**config.mk**
```make
export PLATFORM = sky130hd
export DESIGN_NAME = dmem_responder_flat
export DESIGN_NICKNAME = d
export VERILOG_FILES = /design/src/rtl/dmem_responder_if.sv /design/src/rtl/dmem_responder.sv /design/src/flat_wrapper.sv
export SDC_FILE = /design/constraint.sdc
export NUM_CORES = 2
export LEC_CHECK = 0
export CORE_ASPECT_RATIO = 1.1
export CORE_MARGIN = 2
export CORE_UTILIZATION = 60
export DETAILED_ROUTE_END_ITERATION = 6
export GPL_ROUTABILITY_DRIVEN = 0
export PLACE_DENSITY = 0.73
export REMOVE_ABC_BUFFERS = 1
export SLEW_MARGIN = 10
export SYNTH_ARGS = -nofsm -noshare
export SYNTH_HDL_FRONTEND = slang
export SYNTH_SLANG_ARGS = --single-unit
```
**constraint.sdc**
```tcl
create_clock -name clk -period 15.2 [get_ports clk]
set_input_delay 3.04 -clock clk [delete_from_list [all_inputs] [get_ports clk]]
set_output_delay 3.04 -clock clk [all_outputs]
set_load 0.02 [all_outputs]
```
**src/rtl/dmem_responder_if.sv**
```systemverilog
// Load/store request and response channels between a CPU memory stage
// (master) and the data-memory responder (slave).
interface dmem_responder_if;
  logic        req_valid;
  logic        req_ready;
  logic        req_write;
  logic [31:0] req_addr;
  logic [31:0] req_wdata;
  logic [3:0]  req_wstrb;
  logic        rsp_valid;
  logic        rsp_ready;
  logic [31:0] rsp_rdata;
  logic        rsp_err;

  modport master (
    output req_valid, req_write, req_addr, req_wdata, req_wstrb, rsp_ready,
    input  req_ready, rsp_valid, rsp_rdata, rsp_err
  );

  modport slave (
    input  req_valid, req_write, req_addr, req_wdata, req_wstrb, rsp_ready,
    output req_ready, rsp_valid, rsp_rdata, rsp_err
  );
endinterface

```
**src/rtl/dmem_responder.sv**
```systemverilog
// Word-addressed data memory serving one load/store at a time with a
// programmable number of wait states between acceptance and response.
module dmem_responder #(
  parameter int DEPTH   = 128,
  parameter int LATENCY = 2,
  parameter int INIT_ID = 1
) (
  input  logic              clk,
  input  logic              rst,
  dmem_responder_if.slave   bus,
  output logic [15:0]       txn_count
);

  localparam int IDX_W = (DEPTH > 1) ? $clog2(DEPTH) : 1;

  localparam logic [1:0] ST_IDLE = 2'd0;
  localparam logic [1:0] ST_WAIT = 2'd1;
  localparam logic [1:0] ST_RESP = 2'd2;

  typedef logic [DEPTH-1:0][31:0] mem_image_t;

  function automatic mem_image_t init_image();
    mem_image_t img;
    for (int i = 0; i < DEPTH; i++) begin
      img[i] = (INIT_ID != 0) ? 32'(i) : 32'd0;
    end
    return img;
  endfunction

  function automatic logic [31:0] merge_bytes(input logic [31:0] old_word,
                                              input logic [31:0] new_word,
                                              input logic [3:0]  strb);
    logic [31:0] res;
    res = old_word;
    for (int b = 0; b < 4; b++) begin
      if (strb[b]) begin
        res[8*b +: 8] = new_word[8*b +: 8];
      end else begin
        res[8*b +: 8] = old_word[8*b +: 8];
      end
    end
    return res;
  endfunction

  // Power-up image only; reset deliberately leaves the array untouched.
  mem_image_t mem_q = init_image();

  logic [1:0]  state_q, state_d;
  logic [3:0]  cnt_q, cnt_d;
  logic        write_q, write_d;
  logic [31:0] addr_q, addr_d;
  logic [31:0] wdata_q, wdata_d;
  logic [3:0]  wstrb_q, wstrb_d;
  logic [31:0] rdata_q, rdata_d;
  logic        err_q, err_d;
  logic        valid_q, valid_d;
  logic [15:0] txn_q, txn_d;

  logic [29:0]      acc_idx_full;
  logic [IDX_W-1:0] acc_idx;
  logic             acc_err;
  logic [31:0]      cur_word;
  logic             mem_we;
  logic [31:0]      mem_wword;

  // Next-state, capture and access logic for the single outstanding request.
  always_comb begin
    state_d   = state_q;
    cnt_d     = cnt_q;
    write_d   = write_q;
    addr_d    = addr_q;
    wdata_d   = wdata_q;
    wstrb_d   = wstrb_q;
    rdata_d   = rdata_q;
    err_d     = err_q;
    valid_d   = valid_q;
    txn_d     = txn_q;
    mem_we    = 1'b0;
    mem_wword = 32'd0;

    acc_idx_full = addr_q[31:2];
    acc_err      = (addr_q[1:0] != 2'b00) || (acc_idx_full >= 30'(DEPTH));
    acc_idx      = acc_idx_full[IDX_W-1:0];
    cur_word     = mem_q[acc_idx];

    case (state_q)
      ST_IDLE: begin
        if (bus.req_valid) begin
          write_d = bus.req_write;
          addr_d  = bus.req_addr;
          wdata_d = bus.req_wdata;
          wstrb_d = bus.req_wstrb;
          cnt_d   = 4'(LATENCY);
          state_d = ST_WAIT;
        end else begin
          state_d = ST_IDLE;
        end
      end
      ST_WAIT: begin
        if (cnt_q != 4'd0) begin
          cnt_d = cnt_q - 4'd1;
        end else begin
          state_d = ST_RESP;
          valid_d = 1'b1;
          if (acc_err) begin
            rdata_d = 32'd0;
            err_d   = 1'b1;
          end else if (write_q) begin
            mem_we    = 1'b1;
            mem_wword = merge_bytes(cur_word, wdata_q, wstrb_q);
            rdata_d   = 32'd0;
            err_d     = 1'b0;
          end else begin
            rdata_d = cur_word;
            err_d   = 1'b0;
          end
        end
      end
      ST_RESP: begin
        if (bus.rsp_ready) begin
          state_d = ST_IDLE;
          valid_d = 1'b0;
          rdata_d = 32'd0;
          err_d   = 1'b0;
          txn_d   = (txn_q == 16'hFFFF) ? txn_q : (txn_q + 16'd1);
        end else begin
          state_d = ST_RESP;
        end
      end
      default: begin
        state_d = ST_IDLE;
        valid_d = 1'b0;
        rdata_d = 32'd0;
        err_d   = 1'b0;
        cnt_d   = 4'd0;
      end
    endcase
  end

  // Control and response registers with synchronous active-low reset.
  always_ff @(posedge clk) begin
    if (!rst) begin
      state_q <= ST_IDLE;
      cnt_q   <= 4'd0;
      write_q <= 1'b0;
      addr_q  <= 32'd0;
      wdata_q <= 32'd0;
      wstrb_q <= 4'd0;
      rdata_q <= 32'd0;
      err_q   <= 1'b0;
      valid_q <= 1'b0;
      txn_q   <= 16'd0;
    end else begin
      state_q <= state_d;
      cnt_q   <= cnt_d;
      write_q <= write_d;
      addr_q  <= addr_d;
      wdata_q <= wdata_d;
      wstrb_q <= wstrb_d;
      rdata_q <= rdata_d;
      err_q   <= err_d;
      valid_q <= valid_d;
      txn_q   <= txn_d;
    end
  end

  // Store commit; suppressed while reset is asserted so a pending store is dropped.
  always_ff @(posedge clk) begin
    if (rst && mem_we) begin
      mem_q[acc_idx] <= mem_wword;
    end
  end

  assign bus.req_ready = (state_q == ST_IDLE);
  assign bus.rsp_valid = valid_q;
  assign bus.rsp_rdata = rdata_q;
  assign bus.rsp_err   = err_q;
  assign txn_count     = txn_q;

endmodule

```
**src/flat_wrapper.sv**
```systemverilog
// flat-port wrapper written by rule: the top's interface ports become plain ports
module dmem_responder_flat 
#(
  parameter int DEPTH   = 128,
  parameter int LATENCY = 2,
  parameter int INIT_ID = 1
)
  (clk, rst, txn_count, bus_req_valid, bus_req_write, bus_req_addr, bus_req_wdata, bus_req_wstrb, bus_rsp_ready, bus_req_ready, bus_rsp_valid, bus_rsp_rdata, bus_rsp_err);
  dmem_responder_if bus_i ();
  input  logic clk;
  input  logic rst;
  output logic [15:0] txn_count;
  input wire logic [$bits(bus_i.req_valid)-1:0] bus_req_valid;
  input wire logic [$bits(bus_i.req_write)-1:0] bus_req_write;
  input wire logic [$bits(bus_i.req_addr)-1:0] bus_req_addr;
  input wire logic [$bits(bus_i.req_wdata)-1:0] bus_req_wdata;
  input wire logic [$bits(bus_i.req_wstrb)-1:0] bus_req_wstrb;
  input wire logic [$bits(bus_i.rsp_ready)-1:0] bus_rsp_ready;
  output wire logic [$bits(bus_i.req_ready)-1:0] bus_req_ready;
  output wire logic [$bits(bus_i.rsp_valid)-1:0] bus_rsp_valid;
  output wire logic [$bits(bus_i.rsp_rdata)-1:0] bus_rsp_rdata;
  output wire logic [$bits(bus_i.rsp_err)-1:0] bus_rsp_err;
  assign bus_i.req_valid = bus_req_valid;
  assign bus_i.req_write = bus_req_write;
  assign bus_i.req_addr = bus_req_addr;
  assign bus_i.req_wdata = bus_req_wdata;
  assign bus_i.req_wstrb = bus_req_wstrb;
  assign bus_i.rsp_ready = bus_rsp_ready;
  assign bus_req_ready = bus_i.req_ready;
  assign bus_rsp_valid = bus_i.rsp_valid;
  assign bus_rsp_rdata = bus_i.rsp_rdata;
  assign bus_rsp_err = bus_i.rsp_err;
  dmem_responder #(.DEPTH(DEPTH), .LATENCY(LATENCY), .INIT_ID(INIT_ID)) u_core (.clk(clk), .rst(rst), .bus(bus_i), .txn_count(txn_count));
endmodule
```
* Word-level counts from Yosys, hierarchy flattened *
Index checks and enable logic that the tools add are counted.

storage, ports and cells
  register bits = 4221
  input bits = 73
  output and inout bits = 51
  logic and storage cells = 198

operators by class
  add/sub/neg operators = 2
  magnitude comparators = 3
  equality and inequality tests = 7
  multiplexer cells = 35
  bitwise gates (word level) = 3
  reductions and logical operators = 10

operators by type and width
  kind                   count
  $bwmux 4096            1
  $mux 32                10
  $bmux 32 s7            1
  $demux 32 s7           1
  $pmux 32 s3            1
  $mux 8                 4
  $ge 30x8->1 const B    1
  $add 16x1->16 const B  1
  $eq 16x16->1 const B   1
  $pmux 4 s3             1
  $mux 1                 9
  $reduce_and 3->1       3
  $lt 7x8->1 const B     1
  $mux 4                 2
  $ge 7x1->1 const B     1
  $ne 2x2->1 const B     3
  $pmux 1 s3             2
  $pmux 2 s3             1
  $mux 2                 2
  $reduce_bool 4->1      1
  $sub 4x1->4 const B    1
  $not 1->1              3
  $eq 2x1->1 const B     1
  $eq 2x2->1 const B     1
  6 further kinds        7

* Longest topological paths before layout *
  depth in word-level cells = 8
  gate-level depth with buffers = 10

* Least setup slack after synthesis *
Ideal clock, no wire load.

  path type = register -> register
  start = reg u_core.addr_q[3]
  end = reg u_core.mem_q[1005] (netlist bit) (data pin)
  library setup time = 1228 ps
  arrival = 7188 ps
  data required time = 13972 ps
  path slack = 6784 ps
  stages on the path, launching flop included = 9
  path buffers = 2
  clock period less this slack = 8416 ps
  cells stage by stage = dfxtp_1 -> or4b_2 -> clkbuf_1 -> clkbuf_1 -> o22ai_1 -> nor2_1 -> a41oi_1 -> a2111oi_0 -> a211oi_1

between the ends
  cells in the longest elaborated chain, start to end = 8
  elaborated cells between the ends (all ways) = 15
  those cells by class = order compare (3); mux (10); reduce/logical (2)

ends and longest elaborated chain
  element                          line                   text
  from (decl)                      dmem_responder.sv:51   logic [31:0] addr_q, addr_d;
  from (signal assigned)           dmem_responder.sv:157  addr_q <= addr_d;
  $bmux 32 s7                      dmem_responder.sv:84   cur_word = mem_q[acc_idx];
  $mux 32 (not written as such)    dmem_responder.sv:84
  $mux 8                           dmem_responder.sv:36   if (strb[b]) begin
  $mux 32                          dmem_responder.sv:108  end else if (write_q) begin
  $mux 32 (*)                      dmem_responder.sv:105  if (acc_err) begin
  $mux 32 (*)                      dmem_responder.sv:100  if (cnt_q != 4'd0) begin
  $mux 32 (*)                      dmem_responder.sv:86   case (state_q)
  net u_core.mem_wword[13]         dmem_responder.sv:64   logic [31:0] mem_wword;
  $bwmux 4096 (*)                  dmem_responder.sv:170  mem_q[acc_idx] <= mem_wword;
  to (signal, indexed assignment)  dmem_responder.sv:170
  to (decl)                        dmem_responder.sv:46   mem_image_t mem_q = init_image();

The timed path passes the listed nets; every way through them passes the cells marked *. The select of a mux whose other input is x is not followed.
A chain may end at the register's enable or synchronous reset.

* Worst setup path after layout *
  start = reg u_core.addr_q[4]
  end = reg u_core.mem_q[932] (netlist bit) (data pin)

The elaborated chain is that of the path after synthesis.

==> flow_summary_export.csv <==
group,metric,value,unit
floorplanning,placeableCoreArea,267200,um^2
timing,hold_viol,0,
worst_setup_path,path_max_fanout,138,
place,placed_area,168900,um^2
logic_synthesis,syn_avg_cell_area,17.76,um^2
worst_setup_path,cp_common_cell,"buf_4",
layout,drive_gt1_share,11.44,%
power,ir_drop,0.1144,mV
clocking,post-cts-setup-buffers,0,
drt,vias,90550,
floorplanning,die_h,547.3,um
clocking,clk_latency,0.93,ns
drt,routed.top_layer,"met5",
drt,drtAntennaViolNets,0,
logic_synthesis,synth_xor_area_share,0.08705,%
timing,setup_tns,0,ns
clocking,clockBufferDepth,4,
logic_synthesis,synth_compound_area_share,5.316,%
drt,viasPerCell,6.831,
clocking,cts_buffers,399,
layout,fin_util,68.07,%
worst_setup_path,critPathSlowestCell,"a41oi_2",
worst_setup_path,required,15.78,ns
drt,dr.pass1.iters,6,
timing,setup_ws,7.728,ns
timing,worst_pin_slew,1.476,ns
worst_setup_path,r2r_end,"u_core.mem_q[932]",
worst_setup_path,crit_type,"flip-flop to flip-flop",
logic_synthesis,synth.distinct_cells,48,
timing,fmax,133.8,MHz
clocking,h-tree-depth,5,
timing,fin_crit,7.472,ns
power,comb_power_share,4.0,%
logic_synthesis,seq_area_frac_synth,77.96,%
timing,drv_slew,0,
global_route,antenna_found_initial,29,
timing,whs,0.4640,ns
global_route,grt_pass1_vias,87879,
layout,synthToLayoutAreaGrowth,12.96,%
global_route,overflow,0,
power,switching_share,20.80,%
timing,maxSlewHeadroom,0.2894,%
clocking,cts.clk_slew.worst_paths,0.06,ns
drt,drt-total-wl,463500,um
power,power.switching,4.878,mW
logic_synthesis,synth_top_family_by_area,"multiplexers",
logic_synthesis,synth_simple_gate_area_share,2.503,%
flow_run,max-cap-violations,1,
global_route,grt_pass1_wl,642500,um
logic_synthesis,ys_seq_elements,4221,
clocking,clkSinkCount,4221,
power,power_density,128.9,nW/um^2
clocking,ctsHoldBuffers,0,
timing,rsz0062_at_grt,"false",
floorplanning,floorplan.initialDensity,60.26,%
worst_setup_path,r2r-start,"u_core.addr_q[4]",
drt,wl_met3,58090,um
place,pre_cts_slack,7.953,ns
power,power.total,23.45,mW
logic_synthesis,synthCells,9067,
global_route,grt_max_degree,143,
logic_synthesis,ys.warnings.count,0,
floorplanning,rows,199,
timing,finalCritPeriodShare,49.16,%
drt,drc,0,
floorplanning,num_io_pins,124,
layout,final_area,181900,um^2
worst_setup_path,worstPathCellList,"buf_12 -> buf_12 -> buf_4 -> mux2i_1 -> o22ai_1 -> nor2_1 -> a41oi_2 -> a2111oi_1 -> a211oi_4 -> buf_4 -> buf_4",
worst_setup_path,arrival,8.05,ns
logic_synthesis,synth_fa_ha_area_share,0.01554,%
outcome,violations,"capacitance limit",
logic_synthesis,synth_edf_count,4096,
layout,final-instance-count-excl-fill,13256,
power,p_leak,62.48,nW
worst_setup_path,crit_path_end,"u_core.mem_q[932]",
global_route,grtUsageTotal,33.31,%
timing,finalSetupViolCount,0,
worst_setup_path,slowest_delay,0.84,ns
place,portBuffers,123,
power,seqPwrFrac,53.8,%
logic_synthesis,synthFlopType,"edfxtp_1",
outcome,status,"complete, but fails checks",
floorplanning,die-area,272500,um^2
floorplanning,die_x,497.9,um
worst_setup_path,cp-end-kind,"flip-flop",
worst_setup_path,start_kind,"flip-flop",
worst_setup_path,r2r_cells,11,
drt,drt_iter0_drc,13768,
layout,nNetsFinal,9473,
drt,wire_per_inst,34.97,um
hold_path,hold_path_class,"flip-flop to flip-flop",
logic_synthesis,synth.mux.area_fraction,12.73,%
worst_setup_path,cp-startpoint,"u_core.addr_q[4]",
logic_synthesis,synth_area,161000,um^2
place,dp_hpwl,246200,um
clocking,postCtsResizedCells,0,
clocking,cts_tree,"built",
worst_setup_path,reg2reg_slack,7.73,ns
place,dp_cells,12511,
clocking,cts-root-buf,"clkbuf_16",
power,p_int,18.57,mW
drt,wl_met2,216400,um
drt,met1Wirelength,161800,um
logic_synthesis,synthArstFlopShare,0,%
power,clkPwrFrac,42.2,%
timing,skew,0.07517,ns
layout by cell type (no fill, tap or decap), types with 5 or more instances in the layout:
cell             netlist  layout
a211oi_4               0      32
inv_6                  0       9
mux2i_1             2048    2048
diode_2                0      14
clkdlybuf4s50_1        0     122
clkbuf_16              0     410
a2111oi_1             14      27
clkinv_2               0      78
clkinvlp_4             0      10
inv_1                  8       8
o21ai_0               27      27
a41oi_2                0      21
nor2_1               559     431
nand2_1              222     218
nand3_1               22      21
and2_1                17      16
o22ai_1             1024    1024
a41oi_1               98      77
nor2_4                 0     128
dfxtp_1              125     124
buf_12                 0      22
and3_1                 7       7
nand4_1                6       6
nor4_1                69      67
clkbuf_8               0      10
edfxtp_1            4096    4096
o21ai_1               10      10
nor2b_1               10       9
bufinv_16              0      40
or4b_4                 0       5
clkinv_1               0      76
buf_4                  3     309
xnor2_1               14      14
clkbuf_1             288      86
nand2_2                3       6
nand4bb_4              0       6
a21boi_0              72      72
cell usage after synthesis, types with 2 or more instances:
master     instances  share of area [%]
edfxtp_1        4096                 76
mux2i_1         2048                 13
o22ai_1         1024                4.0
nor2_1           559                1.3
clkbuf_1         288               0.67
nand2_1          222               0.52
buf_2            175               0.54
dfxtp_1          125                1.6
a41oi_1           98               0.53
a21boi_0          72               0.34
nor4_1            69               0.27
buf_1             60               0.14
a211oi_1          32               0.15
o21ai_0           27              0.084
nand3_1           22              0.068
a2111oi_0         17              0.092
and2_1            17              0.066
a2111oi_1         14              0.087
xnor2_1           14              0.076
nor2b_1           10              0.039
o21ai_1           10              0.031
inv_1              8              0.019
and3_1             7              0.027
nand4_1            6              0.023
nand4bb_1          6              0.042
nand4b_1           4              0.022
or4b_1             4              0.025
a21oi_1            3             0.0093
and4_1             3              0.016
buf_4              3              0.014
nand2_2            3              0.012
ha_1               2              0.016
nand2b_1           2             0.0078
nor3_1             2             0.0062
xor2_1             2              0.011
how the worst min path moves through the flow:
stage,startpoint,endpoint,cells after the start
6_report,u_core.addr_q[14],u_core.addr_q[14],2
2_1_floorplan,u_core.addr_q[21],u_core.addr_q[21],2
4_1_cts,u_core.addr_q[14],u_core.addr_q[14],2
3_5_place_dp,u_core.addr_q[14],u_core.addr_q[14],2
3_3_place_gp,u_core.addr_q[12],u_core.addr_q[12],2
5_1_grt,u_core.wdata_q[16],u_core.wdata_q[16],2
layer usage:
| layer | GRT usage [%] | vias up |
|---|---|---|
| li1 | - | 36964 |
| met5 | 0 | - |
| met3 | 7.660 | 1179 |
| met1 | 43.72 | 46007 |
| met4 | 17.87 | 16 |
| met2 | 52.32 | 6384 |
registers in the layout, summed over array words and instances (netlist names):
name	cells
u_core.addr_q	32
u_core.bus.rsp_err	1
u_core.bus.rsp_rdata	32
u_core.bus.rsp_valid	1
u_core.cnt_q	4
u_core.mem_q	4096
u_core.state_q	2
u_core.txn_count	16
u_core.wdata_q	32
u_core.write_q	1
u_core.wstrb_q	4
power groups by stage:
stage	sequential, mW	clock, mW	combinational [mW]
floorplan	13.0	0	4.11
global placement	12.9	0	0.913
detailed placement	12.9	0	0.925
CTS	12.6	9.92	0.926
global route	12.6	10.4	0.964
finish	12.6	9.89	0.947
logic make-up (layout without fill, tap and decap cells):
| group | after synthesis | in the layout |
|---|---|---|
| AOI/OAI and AO/OA | 1300 | 1300 |
| xor gates and xnor gates | 16 | 16 |
| adders and majority gates | 2 | 2 |
| buffers and inverters | 534 | 1192 |
| DFF | 4221 | 4221 |
| muxes | 2048 | 2048 |
| other | 0 | 14 |
| and+or+nand+nor | 946 | 946 |
final cells by class:
class,count,area [um^2]
clock inverter,222,2172
sequential,4221,125500
tap,3517,4400
antenna,14,35.03
multi-input combinational,4312,34970
fill,16749,85310
inverter,8,30.03
clock buffer,506,10720
timing repair buffer,456,4026
critical path, delay by kind of cell (launching register included):
family                 cells  cell delay [ns]
AO/OA/AOI/OAI              4             2.08
buffers and inverters      5             3.20
flip-flops                 1             0.82
multiplexers               1             0.18
AND/OR/NAND/NOR            1             0.11
Note: power is estimated with default switching activity, not from simulation.
